`src/rtl/layer_stream_host_pkg.sv`:
```
// Shared types and helpers for the layer stream host and its counters.
// Used by layer_stream_host and stream_word_counter.
package layer_stream_pkg;

    // Transaction phases of the host.
    typedef enum logic [1:0] {
        IDLE = 2'd0,
        SEND = 2'd1,
        RECV = 2'd2,
        DONE = 2'd3
    } state_t;

    // Width of an index that must be able to hold the values 0..k.
    function automatic int idx_width(input int k);
        return (k < 1) ? 1 : $clog2(k + 1);
    endfunction

endpackage

```
`src/rtl/layer_stream_host_word_counter.sv`:
```
// Word index counter for one stream direction.
// Clears on clr, advances on inc; 'last' flags the increment that moves
// the final word (index K-1) so the caller can end its phase.
module stream_word_counter
    import layer_stream_pkg::*;
#(
    parameter int K = 3,
    parameter int W = idx_width(K)
) (
    input  logic         clk,
    input  logic         reset,
    input  logic         clr,
    input  logic         inc,
    output logic [W-1:0] idx,
    output logic         last
);

    logic [W-1:0] idx_reg;

    // Index register: clear has priority so a new transaction always starts at word 0.
    always_ff @(posedge clk) begin
        if (reset || clr) begin
            idx_reg <= '0;
        end else if (inc) begin
            idx_reg <= idx_reg + W'(1);
        end
    end

    assign idx  = idx_reg;
    assign last = inc && (idx_reg == W'(K - 1));

endmodule

```
`src/rtl/layer_stream_host.sv`:
```
// Host-side driver for a streaming layer block.
// Captures an N-word vector, streams it out on tx_*, then collects M result
// words on rx_* into a parallel result and pulses done.
// Optional build macro LAYER_STREAM_HOST_RX_THROTTLE_EN: when defined, rx_ready
// alternates 0,1,0,1,... during RECV to exercise the layer's back-pressure path;
// otherwise rx_ready is held high for the whole RECV phase.
module layer_stream_host
    import layer_stream_pkg::*;
#(
    parameter int N = 3,
    parameter int M = 3,
    parameter int T = 8
) (
    input  logic           clk,
    input  logic           reset,
    input  logic           start,
    input  logic [N*T-1:0] vec_in,
    output logic           busy,
    output logic           done,
    output logic [M*T-1:0] result,
    output logic           tx_valid,
    output logic [T-1:0]   tx_data,
    input  logic           tx_ready,
    input  logic           rx_valid,
    input  logic [T-1:0]   rx_data,
    output logic           rx_ready
);

    localparam int TXW = idx_width(N);
    localparam int RXW = idx_width(M);

    state_t         state_reg;
    logic [T-1:0]   vec_words [N];
    logic [T-1:0]   shadow_reg [N];
    logic [TXW-1:0] tx_idx;
    logic [TXW-1:0] tx_idx_next;
    logic [T-1:0]   tx_word_next;
    logic           tx_last;
    logic [RXW-1:0] rx_idx;
    logic           rx_last;
    logic           start_accept;
    logic           tx_fire;
    logic           rx_fire;

    // Split the flat input vector into words.
    generate
        for (genvar gi = 0; gi < N; gi++) begin : g_vec_words
            assign vec_words[gi] = vec_in[gi*T +: T];
        end
    endgenerate

    assign start_accept = (state_reg == IDLE) && start;
    assign tx_fire      = (state_reg == SEND) && tx_valid && tx_ready;
    assign rx_fire      = (state_reg == RECV) && rx_valid && rx_ready;

    stream_word_counter #(.K(N), .W(TXW)) u_tx_counter (
        .clk   (clk),
        .reset (reset),
        .clr   (start_accept),
        .inc   (tx_fire),
        .idx   (tx_idx),
        .last  (tx_last)
    );

    stream_word_counter #(.K(M), .W(RXW)) u_rx_counter (
        .clk   (clk),
        .reset (reset),
        .clr   (start_accept),
        .inc   (rx_fire),
        .idx   (rx_idx),
        .last  (rx_last)
    );

    // Shadow copy of the vector so later changes on vec_in cannot disturb the send.
    always_ff @(posedge clk) begin
        if (reset) begin
            for (int k = 0; k < N; k++) begin
                shadow_reg[k] <= '0;
            end
        end else if (start_accept) begin
            shadow_reg <= vec_words;
        end
    end

    // Word to present after the current one is accepted; out-of-range index yields 0.
    always_comb begin
        tx_idx_next  = tx_idx + TXW'(1);
        tx_word_next = '0;
        for (int k = 0; k < N; k++) begin
            if (tx_idx_next == TXW'(k)) begin
                tx_word_next = shadow_reg[k];
            end
        end
    end

    // Transaction sequencer with registered handshake and status outputs.
    always_ff @(posedge clk) begin
        if (reset) begin
            state_reg <= IDLE;
            busy      <= 1'b0;
            done      <= 1'b0;
            tx_valid  <= 1'b0;
            tx_data   <= '0;
            rx_ready  <= 1'b0;
        end else begin
            case (state_reg)
                IDLE: begin
                    done <= 1'b0;
                    if (start) begin
                        state_reg <= SEND;
                        busy      <= 1'b1;
                        tx_valid  <= 1'b1;
                        tx_data   <= vec_words[0];
                    end
                end
                SEND: begin
                    if (tx_fire) begin
                        if (tx_last) begin
                            tx_valid  <= 1'b0;
                            state_reg <= RECV;
`ifdef LAYER_STREAM_HOST_RX_THROTTLE_EN
                            rx_ready  <= 1'b0;
`else
                            rx_ready  <= 1'b1;
`endif
                        end else begin
                            tx_data <= tx_word_next;
                        end
                    end
                end
                RECV: begin
                    if (rx_last) begin
                        rx_ready  <= 1'b0;
                        done      <= 1'b1;
                        state_reg <= DONE;
                    end else begin
`ifdef LAYER_STREAM_HOST_RX_THROTTLE_EN
                        rx_ready <= ~rx_ready;
`else
                        rx_ready <= 1'b1;
`endif
                    end
                end
                DONE: begin
                    done      <= 1'b0;
                    busy      <= 1'b0;
                    state_reg <= IDLE;
                end
                default: begin
                    state_reg <= IDLE;
                end
            endcase
        end
    end

    // Result words: each slot is overwritten only when its index is received.
    generate
        for (genvar gi = 0; gi < M; gi++) begin : g_result
            logic [T-1:0] word_reg;

            // Capture slot gi on its receive transfer; hold otherwise.
            always_ff @(posedge clk) begin
                if (reset) begin
                    word_reg <= '0;
                end else if (rx_fire && (rx_idx == RXW'(gi))) begin
                    word_reg <= rx_data;
                end
            end

            assign result[gi*T +: T] = word_reg;
        end
    endgenerate

endmodule

```
`config.mk`:
```
export PLATFORM = sky130hd
export DESIGN_NAME = layer_stream_host
export DESIGN_NICKNAME = d
export VERILOG_FILES = /design/src/rtl/layer_stream_host_pkg.sv /design/src/rtl/layer_stream_host_word_counter.sv /design/src/rtl/layer_stream_host.sv
export SDC_FILE = /design/constraint.sdc
export NUM_CORES = 1
export LEC_CHECK = 0
export CORE_UTILIZATION = 48
export CTS_CLUSTER_DIAMETER = 30
export DETAILED_ROUTE_END_ITERATION = 10
export PLACE_DENSITY = 0.79
export SLEW_MARGIN = 20
export SYNTH_ARGS = -nofsm -noshare
export SYNTH_HDL_FRONTEND = slang
export SYNTH_SLANG_ARGS = --single-unit
```
`constraint.sdc`:
```
create_clock -name clk -period 2.2 [get_ports clk]
set_clock_uncertainty 0.15 [all_clocks]
set_input_delay 0.44 -clock clk [delete_from_list [all_inputs] [get_ports clk]]
set_output_delay 0.44 -clock clk [all_outputs]
set_load 0.05 [all_outputs]
```
### After elaboration in Yosys (flattened, before gate mapping)

Index checks and enable logic that the tools add are counted.

* shift-type cells: 0
* reduce and logical (&&, ||, !) cells: 24
* add/sub/neg operators: 2
* equality and inequality tests: 13
* bitwise gates (word level): 0
* multiplexer cells: 23
* multipliers: 0
* divide/modulo/power cells: 0
* order comparisons: 0

Operators with widths (number)
* $mux 8: 6
* $pmux 8 s2: 1
* $reduce_and 4->1: 3
* $eq 2x2->1 const B: 5
* $logic_and 1x1->1: 9
* $mux 2: 4
* $ne 2x2->1 const B: 4
* $pmux 1 s2: 4
* $pmux 2 s4: 1
* $reduce_bool 2->1: 4
* $mux 1: 7
* $eq 2x1->1 const B: 3
* $logic_not 2->1: 3
* $add 2x1->2 const B: 2
* $reduce_and 2->1: 2
* $reduce_and 3->1: 1
* $ne 2x1->1 const B: 1
* $reduce_or 2->1: 1
* $logic_or 1x1->1: 1

* bits in read-only memories: 0
* output and inout bits: 36
* memories kept: 0
* latch bits: 0
* logic and storage cells: 76
* bits in writable memories: 0
* input bits: 37
* register bits: 66

### Longest topological paths before layout

Gate-level depths: netlist of run 1.

* depth after elaboration: 8
* depth in mapped cells: 8

### Modules after synthesis

Synthesis of run 1 repeated with hierarchy kept, for this count alone.

* cell total of the unflattened synthesis: 347
* area total of the unflattened synthesis: 3025.4 µm²

Modules (own cells, without submodules)
* layer_stream_host: times used 1, seq. area each 1241.2 µm², cells each 329, area each 2842.7 µm²
* stream_word_counter: times used 2, seq. area each 40.0 µm², cells each 9, area each 91.3 µm²

### Worst setup path after synthesis of run 1

No wires, ideal clock.

* kind: reg2reg
* from: reg rx_ready
* to: reg state_reg[1]
* buffers on the path: 0
* slack: 0.405 ns
* cell stages (with the launch flop): 5
* data arrival time: 1.517 ns
* clock period less this slack: 1.795 ns
* path through: dfxtp_1 nand4_4 a221oi_2 mux2i_1 nor2_1

* word-level cells in the longest chain between the ends: 4

Ends and longest elaborated chain
* start: declaration: line layer_stream_host.sv:26 `output logic rx_ready`
* start signal: assignment: line layer_stream_host.sv:104 `rx_ready <= 1'b0;`
* start signal: assignment: line layer_stream_host.sv:124 `rx_ready <= 1'b1;`
* start signal: assignment: line layer_stream_host.sv:133 `rx_ready <= 1'b0;`
* $logic_and 1x1->1: line layer_stream_host.sv:54 `assign rx_fire = (state_reg == RECV) && rx_valid && rx_ready;`
* $logic_and 1x1->1: line layer_stream_host_word_counter.sv:30 `assign last = inc && (idx_reg == W'(K - 1));`
* $ne 2x2->1 (no line)
* $reduce_and 4->1 (no line)
* end signal: assignment: line layer_stream_host.sv:99 `state_reg <= IDLE;`
* end signal: assignment: line layer_stream_host.sv:110 `state_reg <= SEND;`
* end signal: assignment: line layer_stream_host.sv:120 `state_reg <= RECV;`
* end: declaration: line layer_stream_host.sv:32 `state_t state_reg;`

No other way between the ends.
A chain may end at the register's enable or synchronous reset.

### Final worst setup path of run 1

* from: reg tx_data[4]
* to: out tx_data[4]

RTL lines
* start: declaration: line layer_stream_host.sv:22 `output logic [T-1:0] tx_data,`
* start signal: assignment: line layer_stream_host.sv:113 `tx_data <= vec_words[0];`
* start signal: assignment: line layer_stream_host.sv:127 `tx_data <= tx_word_next;`

No word-level cell between the ends.

==> flow_metrics.tcl, run 1 <==
set metrics [dict create \
    slew_headroom_pct 64.1 \
    total_leakage_power_uw 0.00137 \
    critical_path_required_ns 1.61 \
    average_instance_area_after_synthesis_um2 7.90 \
    hold_path_depth 2 \
    wire_length_per_cell_um 13.3 \
    routabilityCongestion 0.779 \
    htree_levels 3 \
    clock_tree.buffer_depth 2 \
    port-buffer-count 72 \
    postCtsSetupRepairBufs 0 \
    worstPathCellList "clkdlybuf4s50_1" \
    critPathSlowestCell "clkdlybuf4s50_1" \
    pin_count_of_the_biggest_net_entering_global_routing 48 \
    placedCellCount 486 \
    switching_power_uw 1430 \
    synth_nets 405 \
    fmaxAchievable_mhz 477 \
    detailedRoute.firstIterationViolations 173 \
    postRouteAntennaNets 0 \
    worst_margin_pin_slew_ns 0.539 \
    vias 2640 \
    timing.reg2reg.worst_path_depth 7 \
    largest_area_contributor_in_the_netlist "dfxtp_1" \
    hold_slack_ns 0.304 \
    core_region_area_um2 5570 \
    yosys_warning_count 0 \
    worstSetupEndpointType "primary output" \
    ant_cells 0 \
    drt-vias-per-instance 5.26 \
    proportion_of_synthesized_chip_area_in_sequential_cells_pct 46.8 \
    synth_cell_area_um2 2820 \
    hpwlAfterDp_mm 4.53 \
    timing.critical_path.fanout_max 2 \
    internal-power_uw 2460 \
    ir_drop_mv 0.485 \
    drt_pass1_iterations 5 \
    postCtsHoldBufs 0 \
    netlist_top_cells_area "dfxtp_1 (47%), nand2_1 (15%), a21oi_1 (11%), ha_1 (4.9%), nand2b_1 (2.7%)" \
    io-pin-count 73 \
    synth_ff_type "dfxtp_1" \
    clock_edge_transition_at_the_registers_on_the_reported_setup_and_hold_paths_ns 0.07 \
    chipHeight_um 78.7 \
    synth_top_area_share_pct 46.8 \
    first_global_vias 2388 \
    numCtsBuffers 9 \
    ys_async_sr_fraction_pct 0 \
    synthDistinctLibCells 31 \
    die_area_um2 6190 \
    drc 0 \
    start_kind "flip-flop" \
    nNetsFinal 473 \
    ys_top_cells_by_count "nand2_1 (114), dfxtp_1 (66), a21oi_1 (60)" \
    power.switching_fraction_pct 36.8 \
    timing.final.crit_period_ns 2.10 \
    clock_insertion_delay_worst_skew_ns 0.33 \
    max-cap-violations 0 \
    hold_path.class "reg -> reg" \
    total_power_uw 3900 \
    initial_core_util_pct 50.6 \
    flow.area_growth_from_synthesis_pct 35.1 \
    detail_route.wirelength_mm 6.66 \
    worst_r2r_startpoint "state_reg[1]" \
    synth_edf_count 0 \
    cts.root.buffer_cell "clkbuf_8" \
    fin_tns_setup_ns 0 \
    register_to_register_setup_slack_ns 0.27 \
    seq_power_share_pct 38.0 \
    rsz0062_at_grt "no" \
    critPathLaunch "tx_data[4]" \
    worstHoldStart "shadow_reg[4]" \
    largest_incremental_delay_on_the_critical_path_ns 0.81 \
    grt_antenna_before_repair 0 \
    layout.cells.non_filler 502 \
    grt_pass1_wl_mm 10.9 \
    combinationalPowerShare_pct 35.7 \
    grt_util_all_layers_pct 22.5 \
    outcome "complete, no violations" \
    drv_slew 0 \
    power-per-cell-area_nw_per_um2 1020 \
    rows 27 \
    overflow 0 \
    holdPathEnd "shadow_reg[4]" \
    final.fill_count 477 \
    crit_buf_inv 1 \
    timing.critical_path.arrival_ns 1.51 \
    crit_type "reg -> out" \
    crit-reg2reg-capture "tx_data[4]" \
    chipWidth_um 78.7 \
    post_layout_util_pct 68.4 \
    post_route_cells_drive_above_1_share_pct 6.28 \
    path_delay_family "buffers and inverters" \
    numClockSinks 66 \
    syn_inst 357 \
    cts_tree "yes" \
    hold_viol_final 0 \
    yosys_register_bits 66 \
    yosysMostFrequentCell "nand2_1" \
    clock_power_share_pct 26.3 \
    fin_crit_sh_pct 95.3 \
    setup_viol 0 \
]
## stage by stage
| stage | worst slack, ns | area (um2) |
|---|---|---|
| floorplan | 0.405 | 2820 |
| global placement | 0.190 | 3600 |
| detailed placement | 0.148 | 3600 |
| CTS | 0.0162 | 3810 |
| global route | 0.0544 | 3810 |
| finish | 0.104 | 3810 |
## final cells by class
cell class | instances | area [um2] | share of cell area [%]
multi-input combinational | 262 | 1370 | 36.0
timing repair buffer | 79 | 798 | 20.9
sequential | 66 | 1320 | 34.7
clock buffer | 10 | 138 | 3.61
inverter | 7 | 26.3 | 0.689
clock inverter | 6 | 66.3 | 1.74
tap | 72 | 90.1 | 2.36
## kinds of logic (layout without fill, tap and decap cells)
kind of cell / after synthesis / in the layout / share of synthesized area (%)
adders and majority gates: 11 / 11 / 4.88
muxes: 3 / 3 / 1.06
DFF: 66 / 66 / 46.8
and+or+nand+nor: 163 / 163 / 25.2
buffers and inverters: 29 / 102 / 4.52
AOI/OAI and AO/OA: 83 / 83 / 16.9
xor gates and xnor gates: 2 / 2 / 0.621
## worst max path at each step
stage	to	slack (ns)	cells after the start
5_1_grt	result[18]	0.05	1
4_1_cts	rx_ready	0.02	1
3_5_place_dp	tx_data[4]	0.15	6
3_3_place_gp	g_result[1].word_reg[5]	0.19	6
2_1_floorplan	state_reg[1]	0.41	4
6_report	tx_data[4]	0.10	1
## layout by cell type (no fill, tap or decap), drive strengths merged, types with 8 or more instances in the layout
cell type / instances
ha: 11
clkdlybuf4s50: 69
a21oi: 61
nor2: 12
clkbuf: 10
nand2b: 12
nand2: 114
buf: 8
dfxtp: 66
## power groups by stage
stage / logic (uW) / registers [uW] / clock network [uW]
after CTS: 1390 / 1480 / 1040
after global routing: 1510 / 1500 / 1100
after detailed placement: 1380 / 1510 / 0
after global placement: 1350 / 1500 / 0
after floorplan: 718 / 1740 / 0
final: 1390 / 1480 / 1020
## layer usage
metal / track usage (%) / routed length (um)
met5: 0 / 0
met4: 8.70 / 106
met3: 7.91 / 465
met2: 36.5 / 3090
met1: 27.2 / 2990
## what timing repair did
| action | CTS | global route |
|---|---|---|
| gates resized for setup | 0 | 2 |
| endpoints found under the setup margin | 0 | 2 |
| hold endpoints to repair | 0 | 0 |
No activity file was read; power rests on OpenSTA's default activity.
==> run 2, diff against run 1 <==
--- a/config.mk
+++ b/config.mk
@@ -5,10 +5,11 @@
 export SDC_FILE = /design/constraint.sdc
 export NUM_CORES = 1
 export LEC_CHECK = 0
-export CORE_UTILIZATION = 48
+export CORE_MARGIN = 2
+export CORE_UTILIZATION = 44
 export CTS_CLUSTER_DIAMETER = 30
 export DETAILED_ROUTE_END_ITERATION = 10
-export PLACE_DENSITY = 0.79
+export PLACE_DENSITY = 0.76
 export SLEW_MARGIN = 20
 export SYNTH_ARGS = -nofsm -noshare
 export SYNTH_HDL_FRONTEND = slang
==> constraint.sdc (replaced) <==
create_clock -name clk -period 1.8 [get_ports clk]
set_clock_uncertainty 0.15 [all_clocks]
set_input_delay 0.36 -clock clk [delete_from_list [all_inputs] [get_ports clk]]
set_output_delay 0.36 -clock clk [all_outputs]
set_load 0.05 [all_outputs]
==> flow_metrics.tcl, run 2 (synthesis gave the netlist of run 1 again) <==
set metrics [dict create \
    timing.final.crit_period_ns 1.71 \
    critPathSlowestCell "dfxtp_4" \
    multiInputGateArea_um2 1400 \
    worstPathCellList "inv_2, ha_2, nand4b_1, a21oi_2, buf_4, o2111ai_2, a21oi_1" \
    pin_count_of_the_biggest_net_entering_global_routing 51 \
    htree_levels 3 \
    numClockSinks 66 \
    total_power_uw 5070 \
    final.fill_count 539 \
    io-pin-count 73 \
    crit-reg2reg-capture "tx_data[5]" \
    final_cell_mix "nand2_1 (114), dfxtp_1 (63), a21oi_1 (60)" \
    worst_margin_pin_slew_ns 0.375 \
    clock_tree.buffer_depth 2 \
    ir_drop_mv 0.764 \
    critical_path_required_ns 1.92 \
    postCtsHoldBufs 0 \
    area.sequential_um2 1330 \
    numCtsBuffers 9 \
    flow.area_growth_from_synthesis_pct 39.2 \
    clock_insertion_delay_worst_skew_ns 0.34 \
    port-buffer-count 72 \
    max-cap-violations 0 \
    clock_edge_transition_at_the_registers_on_the_reported_setup_and_hold_paths_ns 0.08 \
    wire_length_per_cell_um 13.5 \
    routabilityCongestion 0.874 \
    hold_slack_ns 0.272 \
    timing.reg2reg.worst_path_depth 7 \
    endpoint "tx_data[5]" \
    initial_core_util_pct 44.9 \
    timing.critical_path.arrival_ns 1.83 \
    rows 29 \
    cts.root.buffer_cell "clkbuf_8" \
    worst_r2r_startpoint "u_tx_counter.idx[0]" \
    grt_util_all_layers_pct 19.8 \
    crit_type "reg -> reg" \
    drc 0 \
    critPathLaunch "u_tx_counter.idx[0]" \
    hold_path_depth 2 \
    setup_viol 0 \
    fin_tns_setup_ns 0 \
    total_leakage_power_uw 0.00150 \
    timing.critical_path.fanout_max 5 \
    hold_viol_final 0 \
    nNetsFinal 488 \
    power-per-cell-area_nw_per_um2 1290 \
    largest_incremental_delay_on_the_critical_path_ns 0.36 \
    fmaxAchievable_mhz 585 \
    cts_tree "yes" \
    drt_pass1_iterations 5 \
    outcome "complete, no violations" \
    die_area_um2 7070 \
    slew_headroom_pct 75.0 \
    register_to_register_setup_slack_ns 0.09 \
    postRouteAntennaNets 0 \
    chipWidth_um 84.1 \
    grt_pass1_wl_mm 11.3 \
    start_kind "flip-flop" \
    chipHeight_um 84.1 \
    detailedRoute.firstIterationViolations 87 \
    grt_antenna_before_repair 0 \
    drt-vias-per-instance 5.16 \
    first_global_vias 2522 \
    worstSetupEndpointType "flip-flop" \
    core_region_area_um2 6280 \
    vias 2696 \
    hpwlAfterDp_mm 4.95 \
    post_route_cells_drive_above_1_share_pct 20.4 \
    overflow 0 \
    hold_path.class "in -> reg" \
    fin_crit_sh_pct 95.0 \
    most_frequent_standard_cell_in_the_layout_excluding_fill_and_tap_cells "nand2_1" \
    drv_slew 0 \
    detail_route.wirelength_mm 7.07 \
    ant_cells 0 \
]
[run 2: worst max-delay path, delay by kind of cell (launching register included)]
kind	cells	cell delay, ns
compound gates	3	0.49
fa+ha+maj	1	0.20
buf+inv	2	0.23
flops	1	0.36
simple gates	1	0.21
[run 2: through the flow]
step | cells | util (%) | instance area, um2 | setup slack (ns)
after detailed placement | 503 | 58.3 | 3660 | -0.183
after global routing | 522 | 62.6 | 3930 | -0.0189
after CTS | 519 | 61.6 | 3870 | 0.0104
final | 522 | 62.6 | 3930 | 0.0906
after floorplan | 357 | - | 2820 | 0.00528
after global placement | 503 | 58.3 | 3660 | -0.150
[run 2: repair_timing]
item	4_1_cts	5_1_grt
resized for setup	2	14
setup buffers	0	3
pin swaps	0	4
endpoints found under the setup margin	6	34
[run 2: cell type report]
type / count / share of cell area [%]
timing repair buffer: 94 / 22.1
sequential: 66 / 33.8
clock inverter: 4 / 1.27
clock buffer: 12 / 3.95
inverter: 7 / 0.669
multi-input combinational: 262 / 35.7
tap: 77 / 2.45
[run 2: power breakdown]
part | internal (uW) | switching (uW)
clock network | 714 | 570
logic | 867 | 1100
registers | 1680 | 143
[run 2: worst min path at each step]
stage | to | slack [ns] | from
floorplan | shadow_reg[1] | 0.28 | shadow_reg[1]
global placement | shadow_reg[2] | 0.29 | shadow_reg[2]
detailed placement | shadow_reg[2] | 0.29 | shadow_reg[2]
CTS | shadow_reg[7] | 0.25 | reset
global route | shadow_reg[15] | 0.27 | reset
finish | shadow_reg[7] | 0.27 | reset
[run 2: metal layers]
| layer | GRT usage (%) | wire length [um] | vias up |
|---|---|---|---|
| li1 | - | - | 1359 |
| met1 | 25.1 | 3130 | 1240 |
| met2 | 31.0 | 3280 | 86 |
| met3 | 6.63 | 567 | 11 |
| met4 | 7.92 | 97 | 0 |
| met5 | 0 | 0 | - |
